==> config.mk <==
export PLATFORM = sky130hd
export DESIGN_NAME = sat_accumulator
export DESIGN_NICKNAME = d
export VERILOG_FILES = /design/src/rtl/sat_accumulator_pkg.sv /design/src/rtl/sat_accumulator_adder.sv /design/src/rtl/sat_accumulator.sv
export SDC_FILE = /design/constraint.sdc
export NUM_CORES = 1
export LEC_CHECK = 0
export ABC_CLOCK_PERIOD_IN_PS = 2590
export CAP_MARGIN = 40
export CORE_ASPECT_RATIO = 1.75
export CORE_MARGIN = 4
export CORE_UTILIZATION = 35
export DETAILED_ROUTE_END_ITERATION = 7
export PLACE_DENSITY = 0.59
export SYNTH_ARGS = -nofsm -noshare
export SYNTH_HDL_FRONTEND = slang
export SYNTH_SLANG_ARGS = --single-unit
==> constraint.sdc <==
create_clock -name clk_i -period 2.59 [get_ports clk_i]
set_clock_uncertainty 0.1 [all_clocks]
set_input_delay 0.259 -clock clk_i [delete_from_list [all_inputs] [get_ports clk_i]]
set_output_delay 0.259 -clock clk_i [all_outputs]
set_load 0.05 [all_outputs]
==> src/rtl/sat_accumulator_pkg.sv <==
// Shared types and saturation bounds for sat_accumulator.
package sat_acc_pkg;

    typedef enum logic {ACC, OUT} sat_acc_state_e;

    function automatic int sat_max(input int dataw);
        return (1 << (dataw - 1)) - 1;
    endfunction

    function automatic int sat_min(input int dataw);
        return -(1 << (dataw - 1));
    endfunction

endpackage

==> src/rtl/sat_accumulator_adder.sv <==
// Combinational signed saturating adder; ovf flags a clamped result.
module adder #(
    parameter int DATAW = 8
) (
    input  logic [DATAW-1:0] a,
    input  logic [DATAW-1:0] b,
    output logic [DATAW-1:0] sum,
    output logic             ovf
);

    logic [DATAW:0] full;

    always_comb begin
        full = {a[DATAW-1], a} + {b[DATAW-1], b};
        // Sign bits of the extended sum disagree only when the true sum is out of range.
        ovf  = full[DATAW] ^ full[DATAW-1];
        if (!ovf)
            sum = full[DATAW-1:0];
        else if (full[DATAW])
            sum = {1'b1, {(DATAW-1){1'b0}}};
        else
            sum = {1'b0, {(DATAW-1){1'b1}}};
    end

endmodule

==> src/rtl/sat_accumulator.sv <==
// Folds each group of NUM_TERMS signed terms into one saturated sum.
// Optional SAT_ACCUMULATOR_OVF_FLAG_EN adds ovf_o, set when any partial sum clamped.
module sat_accumulator
    import sat_acc_pkg::*;
#(
    parameter int DATAW     = 8,
    parameter int NUM_TERMS = 4
) (
    input  logic             clk_i,
    input  logic             rst_i,
    input  logic [DATAW-1:0] in_data_i,
    input  logic             in_valid_i,
    output logic             in_ready_o,
    output logic [DATAW-1:0] out_data_o,
    output logic             out_valid_o,
    input  logic             out_ready_i,
`ifdef SAT_ACCUMULATOR_OVF_FLAG_EN
    output logic             ovf_o,
`endif
    output logic             busy_o
);

    localparam int CNTW = $clog2(NUM_TERMS) + 1;

    if (NUM_TERMS < 1) begin : g_bad_num_terms
        $error("sat_accumulator: NUM_TERMS must be >= 1");
    end

    sat_acc_state_e   state, state_n;
    logic [CNTW-1:0]  cnt;
    logic [DATAW-1:0] acc;
    logic [DATAW-1:0] sum;
    logic             sum_ovf;
    logic             accept;
    logic             last;

    adder #(.DATAW(DATAW)) u_adder (
        .a   (acc),
        .b   (in_data_i),
        .sum (sum),
        .ovf (sum_ovf)
    );

    assign accept = in_valid_i && in_ready_o;
    assign last   = (cnt == CNTW'(NUM_TERMS - 1));
    assign busy_o = (cnt != '0) || (state == OUT);

    always_comb begin
        state_n    = state;
        in_ready_o = 1'b0;
        case (state)
            ACC: begin
                in_ready_o = 1'b1;
                if (accept && last)
                    state_n = OUT;
            end
            OUT: begin
                if (out_valid_o && out_ready_i)
                    state_n = ACC;
            end
            default: state_n = ACC;
        endcase
    end

    always_ff @(posedge clk_i) begin
        if (rst_i) begin
            state       <= ACC;
            cnt         <= '0;
            acc         <= '0;
            out_data_o  <= '0;
            out_valid_o <= 1'b0;
        end else begin
            state <= state_n;
            if (accept) begin
                if (last) begin
                    out_data_o  <= sum;
                    out_valid_o <= 1'b1;
                    acc         <= '0;
                    cnt         <= '0;
                end else begin
                    acc <= sum;
                    cnt <= cnt + CNTW'(1);
                end
            end
            if (state == OUT && out_ready_i)
                out_valid_o <= 1'b0;
        end
    end

`ifdef SAT_ACCUMULATOR_OVF_FLAG_EN
    logic sticky;

    always_ff @(posedge clk_i) begin
        if (rst_i) begin
            sticky <= 1'b0;
            ovf_o  <= 1'b0;
        end else begin
            if (accept) begin
                if (last) begin
                    ovf_o  <= sticky | sum_ovf;
                    sticky <= 1'b0;
                end else begin
                    sticky <= sticky | sum_ovf;
                end
            end
            if (state == OUT && out_ready_i)
                ovf_o <= 1'b0;
        end
    end
`else
    logic unused_ovf;
    assign unused_ovf = sum_ovf;
`endif

endmodule

==> metrics <==
vias in the first global route 1308; Setup crit end out_data_o[6]$_SDFFE_PP0P_; Startpoint Class primary input; YS warnings 0; Avg Synthesized Cell Area 8.380 um2; antenna violations before repair 0; GRT overflow 0; Layout area overhead 36.44%; layout filler cell count 376; PwrDens 689.8 nW/um2; hold buffer count at CTS 0; most frequent cells after synthesis dfxtp_1 (21), nor2_1 (19), a21oi_1 (12), nand2_1 (11); Arr. time, crit path 2.61 ns; R2R cell count 9; Post-Synthesis Cell Area 1274 um2; GP Congestion 0.9232; post-synth top area share 33.01%; Worst Max-Slew Pin Slew 0.5384 ns; Hold Fails Final Rpt 0; Slew Limit Fails 0; Max VDD drop 0.0002848 V; latest clock arrival within the worst-skew pair 0.26 ns; Inserted Diodes 0; Die Height 87.81 um; status completed; top cells by area, synth dfxtp_1 (33%), ha_1 (9.8%), nor2_1 (5.6%); leakage 0.6938 nW; number of flops mapped to enable cells by yosys 0; Layout Nets 219; Multi-input gate area 809.5 um2; via count 1304; Post-Route WL 3473 um; Sequential Area 420.4 um2; Power, Total 1.199 mW; core region area 3433 um2; period utilisation layout 98.05%; Post-Place Cells 232; CTS Buffer Depth 2; 1st-pass router iterations 4; Core Rows 28; CP max FO 3; RR Endpoint out_data_o[6]$_SDFFE_PP0P_; DIE WIDTH 53.60 um; largest net degree at the start of global routing 12; count of non-filler cells in the finished layout 240; clock sink total 21; critical path class primary input to register; Seq/Total Area, Yosys 33.01%; Synth Register Bits 21; die area 4706 um2; top-count cell post-synth dfxtp_1; DR vias/cell 5.433; first-pass GRT wire length 5802 um; DR iter-0 viols 26; detailed-route wire length per cell 14.47 um; GRT Total Usage 16.55%; HP Class register to register; library cells used by synthesis 42; Setup Viol. Count Final 0; clock tree root buffer cell clkbuf_8; TritonCTS clock tree done; RSZ-0062 raised after global routing false; DRC viols 0; Cell Area, Placed 1659 um2; crit path launch in_data_i[2]; prevailing post-synth register cell dfxtp_1; Synth async-reset ratio 0%; fin area 1738 um2; dominant cell type by area after synthesis dfxtp_1; max frequency 0.3938 GHz; clock slew at reported path FFs 0.08 ns; relative slew slack 63.98%; Routed Antenna Nets 0; register-to-register setup slack 0.07 ns; RR Startpoint acc[0]$_SDFFE_PP0P_; CP Capture Type register; depth of the CTS H-tree 1; I/O Pins 23; Min Clock Period, post-route 2.539 ns; port buffer count 22; total CTS buffers 3; initial core utilization 37.10%; max-cap violations 0; Cells after Synth 152; Worst EP required 2.66 ns; layout cells sized above 1 18.97%; DP HPWL 2877 um; Syn Nets 175
worst max-delay path, stage by stage:
cell and delay, ns:
clkdlybuf4s50_1 0.40, ha_1 0.32, nor2b_4 0.14, o31a_1 0.30, or4_1 0.49, o311a_1 0.17, maj3_2 0.35, a211oi_2 0.19
worst min-delay path by stage:
stage / startpoint / end / slack [ns] / depth (start not counted)
final: cnt[2]$_SDFFE_PP0P_ / cnt[2]$_SDFFE_PP0P_ / 0.36 / 2
after global routing: cnt[2]$_SDFFE_PP0P_ / cnt[2]$_SDFFE_PP0P_ / 0.40 / 2
after CTS: cnt[2]$_SDFFE_PP0P_ / cnt[2]$_SDFFE_PP0P_ / 0.36 / 2
after detailed placement: cnt[2]$_SDFFE_PP0P_ / cnt[2]$_SDFFE_PP0P_ / 0.35 / 2
after global placement: cnt[2]$_SDFFE_PP0P_ / cnt[2]$_SDFFE_PP0P_ / 0.34 / 2
after floorplan: out_ready_i / out_valid_o$_SDFFE_PP0P_ / 0.26 / 1
flip-flops by register name, indices dropped and copies added (netlist names):
register,count
cnt,3
out_valid_o,1
acc,8
state,1
out_data_o,8
metrics by stage:
stage	setup TNS [ns]	util, %	worst slack (ns)	hold slack [ns]
final	0	50.62	0.05056	0.3585
after detailed placement	-1.596	48.32	-0.2994	0.3536
after CTS	0	50.62	0.05104	0.3639
after floorplan	0	-	0.2204	0.2591
after global placement	-0.8338	48.32	-0.2559	0.3403
after global routing	0	50.62	0.000008882	0.3970
cell type report:
type                       instances  share of cell area (%)
multi-input combinational        118                   46.58
sequential                        21                   24.19
timing repair buffer              42                   21.24
tap                               45                   3.240
clock buffer                       4                   2.592
inverter                          10                   2.160
power by group:
group,internal (mW),switching (mW)
Combinational,0.283,0.325
Sequential,0.357,0.0258
Clock,0.109,0.0995
Total,0.749,0.450
per-layer routing:
layer | global-route usage (%) | up-vias | part of all wire (%)
li1 | - | 641 | -
met1 | 15.85 | 603 | 35
met2 | 30.39 | 42 | 54
met3 | 2.385 | 18 | 4.1
met4 | 11.86 | 0 | 6.5
met5 | 0 | - | 0
what timing repair did:
action	CTS	global route
resized for setup	4	1
pin swaps	6	2
hold endpoints to repair	0	0
setup buffers	4	0
endpoints found under the setup margin	1	3
cell families after synthesis:
family,share of synthesized area (%)
AND/OR/NAND/NOR,18.17
XOR/XNOR,3.341
buffers and inverters,3.831
AO/OA/AOI/OAI,28.49
flip-flops,33.01
adder cells (fa/ha/maj),13.16
cell usage in the layout (no fill, tap or decap), types with 2 or more instances in the layout:
cell	count
dfxtp_1	21
clkdlybuf4s50_1	21
buf_4	20
nor2_1	19
a21oi_1	12
nand2_1	11
o21ai_0	10
inv_1	9
ha_1	9
a211oi_1	5
o211ai_1	4
nor3_1	3
or2_2	3
xnor2_1	3
clkbuf_8	3
nor2b_1	2
nand2b_1	2
nand3_1	2
o21a_1	2
o31a_1	2
maj3_2	2
nor3b_1	2
a31o_2	2
a32o_1	2
(Power assumes the default switching activity.)
